--- config.mk ---
export PLATFORM = sky130hd
export DESIGN_NAME = setclr_drain
export DESIGN_NICKNAME = d
export VERILOG_FILES = /design/src/rtl/setclr_pkg.sv /design/src/rtl/setclr_flag.sv /design/src/rtl/setclr_drain.sv
export SDC_FILE = /design/constraint.sdc
export NUM_CORES = 1
export LEC_CHECK = 0
export ABC_CLOCK_PERIOD_IN_PS = 3900
export CAP_MARGIN = 20
export CORE_ASPECT_RATIO = 0.5
export CORE_MARGIN = 4
export CORE_UTILIZATION = 35
export CTS_CLUSTER_SIZE = 40
export DETAILED_ROUTE_END_ITERATION = 8
export GPL_ROUTABILITY_DRIVEN = 1
export SKIP_CTS_REPAIR_TIMING = 1
export SLEW_MARGIN = 10
export SYNTH_ARGS = -nofsm -noshare
export SYNTH_HDL_FRONTEND = slang
export SYNTH_SLANG_ARGS = --single-unit
--- constraint.sdc ---
create_clock -name i_clk -period 3.9 [get_ports i_clk]
set_clock_uncertainty 0.15 [all_clocks]
set_input_delay 0.39 -clock i_clk [delete_from_list [all_inputs] [get_ports i_clk]]
set_output_delay 0.39 -clock i_clk [all_outputs]
set_load 0.02 [all_outputs]
--- src/rtl/setclr_pkg.sv ---
// Shared helpers for the set/clr drain: index width and round-robin pick.
package setclr_pkg;

    localparam int MAX_SRC = 256;

    function automatic int idx_width(input int n);
        return (n > 1) ? $clog2(n) : 1;
    endfunction

    // First set bit of pending at or above ptr, wrapping modulo n (n <= MAX_SRC).
    function automatic logic [7:0] rrSelect(input logic [MAX_SRC-1:0] pending,
                                            input logic [7:0]          ptr,
                                            input int                  n);
        logic [7:0] result;
        logic       found;
        int         j;
        result = '0;
        found  = 1'b0;
        for (int i = 0; i < MAX_SRC; i++) begin
            j = int'(ptr) + i;
            if (j >= n) j = j - n;
            if (!found && (i < n) && pending[8'(j)]) begin
                result = 8'(j);
                found  = 1'b1;
            end
        end
        return result;
    endfunction

endpackage

--- src/rtl/setclr_flag.sv ---
// Bank of sticky set-priority flags, frozen while the clock gate is low.
module setclr_flag #(
    parameter int W = 1
) (
    input  logic         i_clk,
    input  logic         i_rst,
    input  logic         i_cg,
    input  logic [W-1:0] i_set,
    input  logic [W-1:0] i_clr,
    output logic [W-1:0] o_q
);

    always_ff @(posedge i_clk) begin
        if (i_rst)
            o_q <= '0;
        else if (i_cg)
            o_q <= i_set | (o_q & ~i_clr);
    end

endmodule

--- src/rtl/setclr_drain.sv ---
// Drains sticky event flags round-robin into a valid/ready index stream.
// state | meaning
// EMPTY | output register holds nothing (o_valid = 0)
// FULL  | o_idx is presented and waits for i_ready (o_valid = 1)
module setclr_drain
    import setclr_pkg::*;
#(
    parameter int N_SRC = 8,
    localparam int IDX_W = idx_width(N_SRC)
) (
    input  logic             i_clk,
    input  logic             i_rst,
    input  logic             i_cg,
    input  logic [N_SRC-1:0] i_set,
    output logic [N_SRC-1:0] o_pending,
    output logic             o_valid,
    input  logic             i_ready,
    output logic [IDX_W-1:0] o_idx,
    output logic             o_overrun,
    input  logic             i_overrunClr
);

    localparam logic [0:0] ST_EMPTY = 1'b0;
    localparam logic [0:0] ST_FULL  = 1'b1;

    logic [0:0]       state_q;
    logic [IDX_W-1:0] ptr_q;
    logic [IDX_W-1:0] idx_q;
    logic [IDX_W-1:0] sel;
    logic [IDX_W-1:0] ptr_next;
    logic [N_SRC-1:0] clr;
    logic             load;
    logic             lost;

    assign o_valid = (state_q == ST_FULL);
    assign o_idx   = idx_q;

    assign load     = (!o_valid || i_ready) && (|o_pending);
    assign sel      = IDX_W'(rrSelect(MAX_SRC'(o_pending), 8'(ptr_q), N_SRC));
    // N_SRC need not be a power of two, so the pointer wrap is explicit.
    assign ptr_next = (int'(sel) == N_SRC - 1) ? '0 : sel + IDX_W'(1);
    assign clr      = load ? (N_SRC'(1) << sel) : '0;
    assign lost     = |(i_set & o_pending & ~clr);

    setclr_flag #(.W(N_SRC)) u_pending (
        .i_clk (i_clk),
        .i_rst (i_rst),
        .i_cg  (i_cg),
        .i_set (i_set),
        .i_clr (clr),
        .o_q   (o_pending)
    );

    setclr_flag #(.W(1)) u_overrun (
        .i_clk (i_clk),
        .i_rst (i_rst),
        .i_cg  (i_cg),
        .i_set (lost),
        .i_clr (i_overrunClr),
        .o_q   (o_overrun)
    );

    always_ff @(posedge i_clk) begin
        if (i_rst) begin
            state_q <= ST_EMPTY;
            idx_q   <= '0;
            ptr_q   <= '0;
        end else if (i_cg) begin
            if (load) begin
                state_q <= ST_FULL;
                idx_q   <= sel;
                ptr_q   <= ptr_next;
            end else if (o_valid && i_ready) begin
                state_q <= ST_EMPTY;
            end
        end
    end

endmodule

# Yosys cells after proc, flatten, opt, wreduce, memory -nomap -nowiden
# Index checks and enable logic that the tools add are counted.
# word_totals
input_bits	13
output_inout_bits	13
wordCells	121
ff_bits	16
# op_classes
bitwise_logic	8
magnitude_cmp	16
add_sub_neg	16
n_shift	1
mux	51
n_eq_ne	1
n_reduce_logical	23
# ops
cell	count
$lt A8 B10 Y1 const B	8
$mux W8	9
$bmux W1 S8	8
$sub A4 B4 Y5 const B	7
$ge A4 B4 Y1 const B	7
$mux W3	9
$mux W1	25
$and A8 B8 Y8	3
$add A3 B3 Y4 const B	4
$reduce_or A8 Y1	2
$logic_and A1 B1 Y1	9
$add A3 B2 Y4 const B	2
$logic_not A1 Y1	8
$not A8 Y8	1
$or A8 B8 Y8	1
$shl A1 B3 Y8 const A	1
$sub A3 B4 Y5 const B	1
$add A3 B1 Y4 const B	1
$ge A3 B4 Y1 const B	1
$reduce_and A2 Y1	2
$add A3 B1 Y3 const B	1
$eq A3 B1 Y1 const B	1
$reduce_bool A2 Y1	1
$and A1 B1 Y1	1
other kinds (3)	3

# Longest topological paths before layout
# Gate-level depths: netlist (run 1).
# depth
ltp_word	33
depth_mapped	21
ltp_nobuf	19

# Cells and area by module
# A second synthesis (run 1) with hierarchy kept.
# unflattened
hier_cells	203
hier_area_um2	1803.0
# modules_own_cells
mod	n_inst	cells_each	area_per_inst_um2	seq_area_each_um2
setclr_drain	1	164	1420.1	140.1
setclr_flag (u_pending)	1	35	340.3	160.2
setclr_flag (u_overrun)	1	4	42.5	20.0

# Least setup slack after synthesis (run 1)
# Ideal clock, no wire load.
# synth_path
kind	reg2reg
from	reg ptr_q[1]
to	reg u_overrun.o_q
setup_time_ns	0.123
path_slack_ns	-0.291
path_stages_with_launch	20
n_path_buf	2
period_less_slack_ns	4.191
t_arrival_ns	3.918
t_required_ns	3.627
path_cell_list	dfxtp_1 buf_2 buf_6 inv_1 ha_1 mux4_1 mux2i_4 o2111a_2 o21a_1 a21oi_1 a31o_1 a21oi_1 ha_1 ha_1 o221ai_1 nor2_1 nand2_1 or3b_1 o2111ai_1 o21ai_1
# synth_between
elab_chain_cells	33
elab_cells_between_ends	90
cone_classes	15 x add/sub; 8 x order compare; 1 x shift; 48 x mux; 3 x bitwise; 15 x reduce/logical
# synth_lines
item	line_no	text
start, declared	setclr_drain.sv:27	logic [IDX_W-1:0] ptr_q;
start signal, assigned	setclr_drain.sv:72	ptr_q <= ptr_next;
parallel branches: the longest is 26 deep, another holds $sub A4 B4 Y5	--	
$mux W3 *	setclr_pkg.sv:22	if (!found && (i < n) && pending[8'(j)]) begin
net sel[1]	setclr_drain.sv:29	logic [IDX_W-1:0] sel;
$shl A1 B3 Y8 *	setclr_drain.sv:42	assign clr = load ? (N_SRC'(1) << sel) : '0;
$mux W8 *	setclr_drain.sv:42	
$not A8 Y8 *	setclr_drain.sv:43	assign lost = |(i_set & o_pending & ~clr);
$and A8 B8 Y8 *	setclr_drain.sv:43	
$reduce_or A8 Y1 *	setclr_drain.sv:43	
$or A1 B1 Y1 *	setclr_flag.sv:17	o_q <= i_set | (o_q & ~i_clr);
end signal, assigned	setclr_flag.sv:17	
end, declared	setclr_flag.sv:10	output logic [W-1:0] o_q
# Mark *: on every way through the listed nets, which the timed path passes. The select of a mux whose other input is x is not followed.
# A chain may end at the register's enable or synchronous reset.

# Worst setup path after layout (run 1)
# Ends and elaborated chain as after synthesis.

==> results of run 1 <==
==> per-stage QoR <==
stage / utilization / setup TNS (ns) / hold WS, ns / total power, µW
2_1_floorplan: - / 0 / 0.385 / 1390
3_3_place_gp: 0.466 / 0 / 0.304 / 1840
3_5_place_dp: 0.466 / -0.0559 / 0.310 / 1850
4_1_cts: 0.477 / -0.0776 / 0.318 / 2010
5_1_grt: 0.498 / -0.0927 / 0.370 / 2370
6_report: 0.498 / 0 / 0.315 / 2230
==> synth_stat cells (all sizes together), types with 2 or more instances <==
cell type,n,share of area
a21o,3,0.012
a21oi,15,0.042
a22oi,2,0.0083
a31o,2,0.0097
a31oi,3,0.010
a41o,2,0.011
and2,5,0.017
and3,7,0.027
buf,8,0.036
clkbuf,4,0.0083
dfxtp,16,0.18
ha,12,0.083
inv,9,0.019
mux2,3,0.021
mux2i,8,0.058
mux4,12,0.15
nand2,44,0.092
nand3,4,0.011
nor2,9,0.019
nor2b,3,0.010
nor4,5,0.017
o211ai,2,0.0083
o21a,2,0.0083
o21ai,10,0.028
o22ai,5,0.024
or3b,2,0.0097
==> cell families after synthesis <==
group           after synthesis  share of synthesized area
fa+ha+maj                    12                     0.0832
flops                        16                      0.178
simple gates                 83                      0.219
compound gates               56                      0.216
buf+inv                      21                     0.0631
xor+xnor                      2                    0.00971
mux                          23                      0.231
==> sequential cells by signal, summed over array words and instances (netlist names) <==
signal	cells
o_idx	3
ptr_q	3
u_overrun.o_q	1
u_pending.o_q	8
o_valid	1
==> critical path: stages, from the launching register on <==
cell and delay [ns]:
dfxtp_4 0.38, inv_8 0.04, ha_4 0.30, mux4_2 0.54
mux2i_2 0.19, o2111a_2 0.30, o21a_1 0.15, a21oi_1 0.06
a31o_1 0.22, a21oi_2 0.20, ha_4 0.20, ha_4 0.14
o22ai_1 0.08, nor2_2 0.14, nand2_1 0.07, or3b_1 0.40
o2111ai_2 0.07, o21ai_1 0.08
==> power breakdown <==
part / internal [µW] / switching (µW)
registers: 207 / 41.6
clock network: 89.6 / 59.9
logic: 908 / 924
==> how the worst max path moves through the flow <==
stage                    endpoint  slack (ns)  depth (start not counted)
floorplan           u_overrun.o_q       0.006                         20
global placement    u_overrun.o_q        0.06                         17
detailed placement  u_overrun.o_q       -0.06                         17
CTS                 u_overrun.o_q       -0.08                         17
global route        u_overrun.o_q       -0.09                         16
finish              u_overrun.o_q         0.1                         17
==> per-layer routing <==
metal / GRT usage / wire length [µm] / vias up / share of wire
li1: - / - / 891 / -
met1: 0.236 / 2610 / 915 / 0.49
met2: 0.263 / 2540 / 51 / 0.47
met3: 0.0186 / 151 / 6 / 0.028
met4: 0.0426 / 63 / 0 / 0.012
met5: 0 / 0 / - / 0
==> layout make-up <==
cell class / instances / area [µm²] / share of cell area
sequential: 16 / 325 / 0.132
tap: 70 / 87.6 / 0.0355
inverter: 9 / 43.8 / 0.0177
timing repair buffer: 56 / 490 / 0.199
multi-input combinational: 176 / 1470 / 0.594
clock buffer: 4 / 55.1 / 0.0223
==> cells in the final DEF (no fill, tap or decap), types with 3 or more instances in the layout <==
cell / count
mux2i_1: 3
nor2b_1: 3
ha_4: 5
o21ai_1: 5
o21ai_0: 5
and2_1: 4
buf_4: 29
inv_1: 6
dfxtp_1: 14
a21o_1: 3
clkdlybuf4s50_1: 25
mux2i_2: 3
clkbuf_8: 4
mux4_2: 12
nand3_1: 4
nor2_1: 8
a31oi_1: 3
a21oi_1: 14
o22ai_1: 3
nor4_1: 5
nand2_1: 44
ha_1: 7
and3_1: 6
==> results.ini, run 1 <==
[timing]
setup_viol=0
hold_viol=0
fin_crit_ns=3.80
fmax_mhz=263
max_slew_margin=0.521
drv_slew=0
final.period_utilization=0.975
rsz0062_at_grt=true
fin_ws_ns=0.0979
worstMarginPinSlew_ns=0.717

[cts]
cts_buffers=3
cts_max_path_buffers=2
clockRootBuffer=clkbuf_8
htree_levels=1
clkTransAtPathRegs_ns=0.07
cts_tree=yes
worstSkewPairLatency_ns=0.25
cts_sinks=16

[synth]
yosysSeqAreaShare=0.178
ys_types=52
syn_avg_cell_area_um2=8.47
synth_area_um2=1800
synth-seq-cells=16
async_reset_ff_frac=0
synth_edf_count=0
yosys_most_used_dff=dfxtp_1
syn-num-nets=238
yosys_warnings=0
synthCells=213

[grt]
grt_max_degree=18
grt_pass1_vias=1726
antenna_found_initial=0
grt.total_usage=0.164
grt_pass1_wl_mm=8.32
grt-ovfl-total=0

[place]
post-place-ws_ns=-0.0559
gp_congestion=0.885
place_inst=322
place_area_um2=2310
io_buffers=25
detailed_place_hpwl_mm=4.13

[floorplan]
dieArea_um2=6440
core_area_um2=4950
num_rows=18
initial_core_util=0.364
die_x_um=110
ioPinCount=26
die_h_um=58.8

[worst_setup_path]
crit_path_end_kind=flip-flop
worstReg2RegEnd=u_overrun.o_q
ff2ff_setup_slack_ns=0.1
critical_path_class=flip-flop to flip-flop
critPathArrivalTime_ns=3.80
r2r_cells=17
required_ns=3.90
crit_path_start_kind=flip-flop
worstPathMaxFanout=7
cp-startpoint=ptr_q[1]
r2r-start=ptr_q[1]

[route]
vias=1863
drcViolationCount=0
dr.pass1.iters=4
wl_mm=5.37
drtIter0Drc=87
antenna_left=0
via_per_inst=5.63
drt-wirelength-per-cell_um=16.2

[pwr]
powerDensity_nw_per_um2=903
leakage_uw=0.000992
ir_drop_v=0.000471

[final_layout]
final_cells=331
drive_gt1_frac=0.287
synthToLayoutAreaGrowth_pct=36.8
fillers=478
fin_area_um2=2470
nNetsFinal=287
diodes=0

[worst_hold_path]
whs_endpoint=o_valid
hold-path-cell-count=2
hold_class=flip-flop to flip-flop
hold_path.startpoint=o_valid

[job]
drv_cap=0

[status]
status=finished clean

No activity file was read; power rests on OpenSTA's default activity.
==> run 2: changes to the inputs <==
--- a/config.mk
+++ b/config.mk
@@ -5,7 +5,7 @@
 export SDC_FILE = /design/constraint.sdc
 export NUM_CORES = 1
 export LEC_CHECK = 0
-export ABC_CLOCK_PERIOD_IN_PS = 3900
+export ABC_CLOCK_PERIOD_IN_PS = 3800
 export CAP_MARGIN = 20
 export CORE_ASPECT_RATIO = 0.5
 export CORE_MARGIN = 4
@@ -18,3 +18,4 @@
 export SYNTH_ARGS = -nofsm -noshare
 export SYNTH_HDL_FRONTEND = slang
 export SYNTH_SLANG_ARGS = --single-unit
+export TNS_END_PERCENT = 1
==> constraint.sdc (replaced) <==
create_clock -name i_clk -period 3.8 [get_ports i_clk]
set_clock_uncertainty 0.15 [all_clocks]
set_input_delay 0.38 -clock i_clk [delete_from_list [all_inputs] [get_ports i_clk]]
set_output_delay 0.38 -clock i_clk [all_outputs]
set_load 0.02 [all_outputs]
==> run 2 against run 1 <==
Setup slack lost 0.094 ns; design area grew 3.7%; maximum frequency grew 0.15%; critical path depth is the same; sequential power grew 6%; global-route usage grew 2.0 points; utilization grew 1.8 points; clock power grew 3%; flip-flop and latch count is the same; sequential share of layout area shrank 0.37 points; die area is the same; final cell count grew 2.1%; largest power group unchanged; highest routed layer unchanged.
==> results.ini, run 2 (synthesized netlist as in run 1, its figures left out) <==
[route]
antenna_left=0  ; unchanged
drt-wirelength-per-cell_um=16.6  ; was 16.2 µm
drtIter0Drc=83  ; was 87
vias=1889  ; was 1,863
via_per_inst=5.59  ; was 5.63
drcViolationCount=0  ; unchanged
dr.pass1.iters=4  ; unchanged
wl_mm=5.61  ; was 5.37 mm

[floorplan]
ioPinCount=26  ; unchanged
core_area_um2=4950  ; unchanged
initial_core_util=0.364  ; unchanged
dieArea_um2=6440  ; unchanged
die_x_um=110  ; unchanged
num_rows=18  ; unchanged
die_h_um=58.8  ; unchanged

[worst_setup_path]
critPathArrivalTime_ns=3.79  ; was 3.80 ns
critical_path_class=flip-flop to flip-flop  ; unchanged
r2r_cells=17  ; unchanged
required_ns=3.79  ; was 3.90 ns
worstPathMaxFanout=6  ; was 7
crit_path_end=u_overrun.o_q  ; unchanged
worstReg2RegEnd=u_overrun.o_q  ; unchanged
ff2ff_setup_slack_ns=0.004  ; was 0.1 ns
cp-startpoint=ptr_q[1]  ; unchanged
r2r-start=ptr_q[1]  ; unchanged
crit_path_start_kind=flip-flop  ; unchanged
crit_path_end_kind=flip-flop  ; unchanged

[timing]
hold_viol=0  ; unchanged
final.period_utilization=0.999  ; was 0.975
drv_slew=0  ; unchanged
worstMarginPinSlew_ns=0.747  ; was 0.717 ns
fmax_mhz=263  ; about the same
fin_ws_ns=0.00366  ; was 0.0979 ns
setup_viol=0  ; unchanged
max_slew_margin=0.502  ; was 0.521
rsz0062_at_grt=true  ; unchanged
fin_crit_ns=3.80  ; about the same

[pwr]
p_clk_frac=0.063  ; was 0.067
seq_power_share=0.107  ; was 0.112
combPwrFrac=0.830  ; was 0.821
powerDensity_nw_per_um2=960  ; was 903 nW/µm²
internal_power_uw=1360  ; was 1200 µW
p_sw_frac=0.446  ; was 0.460
switchingPower_uw=1090  ; was 1030 µW
ir_drop_v=0.000476  ; was 0.000471 V
leakage_uw=0.00104  ; was 0.000992 µW

[place]
gp_congestion=0.929  ; was 0.885
detailed_place_hpwl_mm=4.35  ; was 4.13 mm
post-place-ws_ns=-0.0914  ; was -0.0559 ns
io_buffers=25  ; unchanged

[cts]
worstSkewPairLatency_ns=0.25  ; about the same
cts_buffers=3  ; unchanged
clockRootBuffer=clkbuf_8  ; unchanged
htree_levels=1  ; unchanged
cts_max_path_buffers=2  ; unchanged
cts_tree=yes  ; unchanged
cts_sinks=16  ; unchanged
clkTransAtPathRegs_ns=0.07  ; about the same

[worst_hold_path]
hold_path.startpoint=o_valid  ; unchanged
hold_class=flip-flop to flip-flop  ; unchanged

[job]
drv_cap=0  ; unchanged

[final_layout]
mostFrequentLayoutCells=44 x nand2_1, 36 x buf_4, 25 x clkdlybuf4s50_1, 14 x a21oi_1, 14 x dfxtp_1  ; was 44 x nand2_1, 29 x buf_4, 25 x clkdlybuf4s50_1, 14 x a21oi_1, 14 x dfxtp_1
largest-register=u_pending.o_q  ; unchanged
diodes=0  ; unchanged
largest_reg_flops=8  ; unchanged
fin_util=0.517  ; was 0.498
synthToLayoutAreaGrowth_pct=41.9  ; was 36.8%
nNetsFinal=294  ; was 287
drive_gt1_frac=0.321  ; was 0.287
final_common_cell=nand2_1  ; unchanged

[grt]
grt.total_usage=0.184  ; was 0.164
antenna_found_initial=0  ; unchanged
grt_pass1_vias=1883  ; was 1,726
grt_max_degree=18  ; unchanged
grt-ovfl-total=0  ; unchanged
grt_pass1_wl_mm=9.34  ; was 8.32 mm

[status]
status=finished clean  ; unchanged

run 2: final cells by class:
| type | instances | area [µm²] |
|---|---|---|
| fill | 484 | 2390 |
| tap | 70 | 87.6 |
| multi-input combinational | 176 | 1490 |
| inverter | 9 | 43.8 |
| timing repair buffer | 63 | 561 |
| sequential | 16 | 328 |
| clock buffer | 4 | 55.1 |
run 2: how the worst min path moves through the flow:
stage	end	slack, ns	cells past startpoint
after global routing	o_valid	0.36	2
final	o_valid	0.32	2
after floorplan	u_pending.o_q[4]	0.37	2
after detailed placement	o_valid	0.31	2
after global placement	o_valid	0.30	2
after CTS	o_valid	0.32	2
run 2: metrics by stage:
stage                     power [µW]  TNS [ns]  cell area (µm²)  instances  hold slack, ns
final                           2460         0             2560        338           0.319
after global routing            2640    -0.240             2560        338           0.362
after CTS                       2190    -0.108             2450        333           0.325
after detailed placement        2020   -0.0914             2390        329           0.315
after global placement          2010         0             2390        329           0.304
after floorplan                 1430   -0.0548             1890        213           0.375
run 2: critical path: stages, from the launching register on:
cell and delay (ns):
dfxtp_4 0.39, inv_8 0.05, ha_4 0.30, mux4_2 0.53
mux2i_2 0.21, o2111a_2 0.29, o21a_1 0.13, a21oi_1 0.05
a31o_1 0.22, a21oi_2 0.19, ha_4 0.19, ha_4 0.14
o22ai_1 0.08, nor2_2 0.14, nand2_1 0.07, or3b_1 0.38
o2111ai_1 0.08, o21ai_1 0.08
run 2: power by group through the flow:
stage	clock, µW	sequential (µW)	combinational (µW)
final	155	264	2040
after global routing	168	271	2210
after CTS	160	263	1760
after detailed placement	0	266	1750
after global placement	0	264	1740
after floorplan	0	286	1150
run 2: routing by layer:
layer / vias up / routed length (µm) / track usage
li1: 909 / - / -
met1: 903 / 2570 / 0.244
met2: 67 / 2660 / 0.319
met3: 10 / 291 / 0.0340
met4: 0 / 95 / 0.0337
met5: - / 0 / 0
==> run 3: changes to the inputs <==
--- a/config.mk
+++ b/config.mk
@@ -13,6 +13,7 @@
 export CTS_CLUSTER_SIZE = 40
 export DETAILED_ROUTE_END_ITERATION = 8
 export GPL_ROUTABILITY_DRIVEN = 1
+export SETUP_SLACK_MARGIN = 0.1
 export SKIP_CTS_REPAIR_TIMING = 1
 export SLEW_MARGIN = 10
 export SYNTH_ARGS = -nofsm -noshare
==> results of run 3 <==
Same layout as run 2: the final DEF is identical, and so are final timing and power.
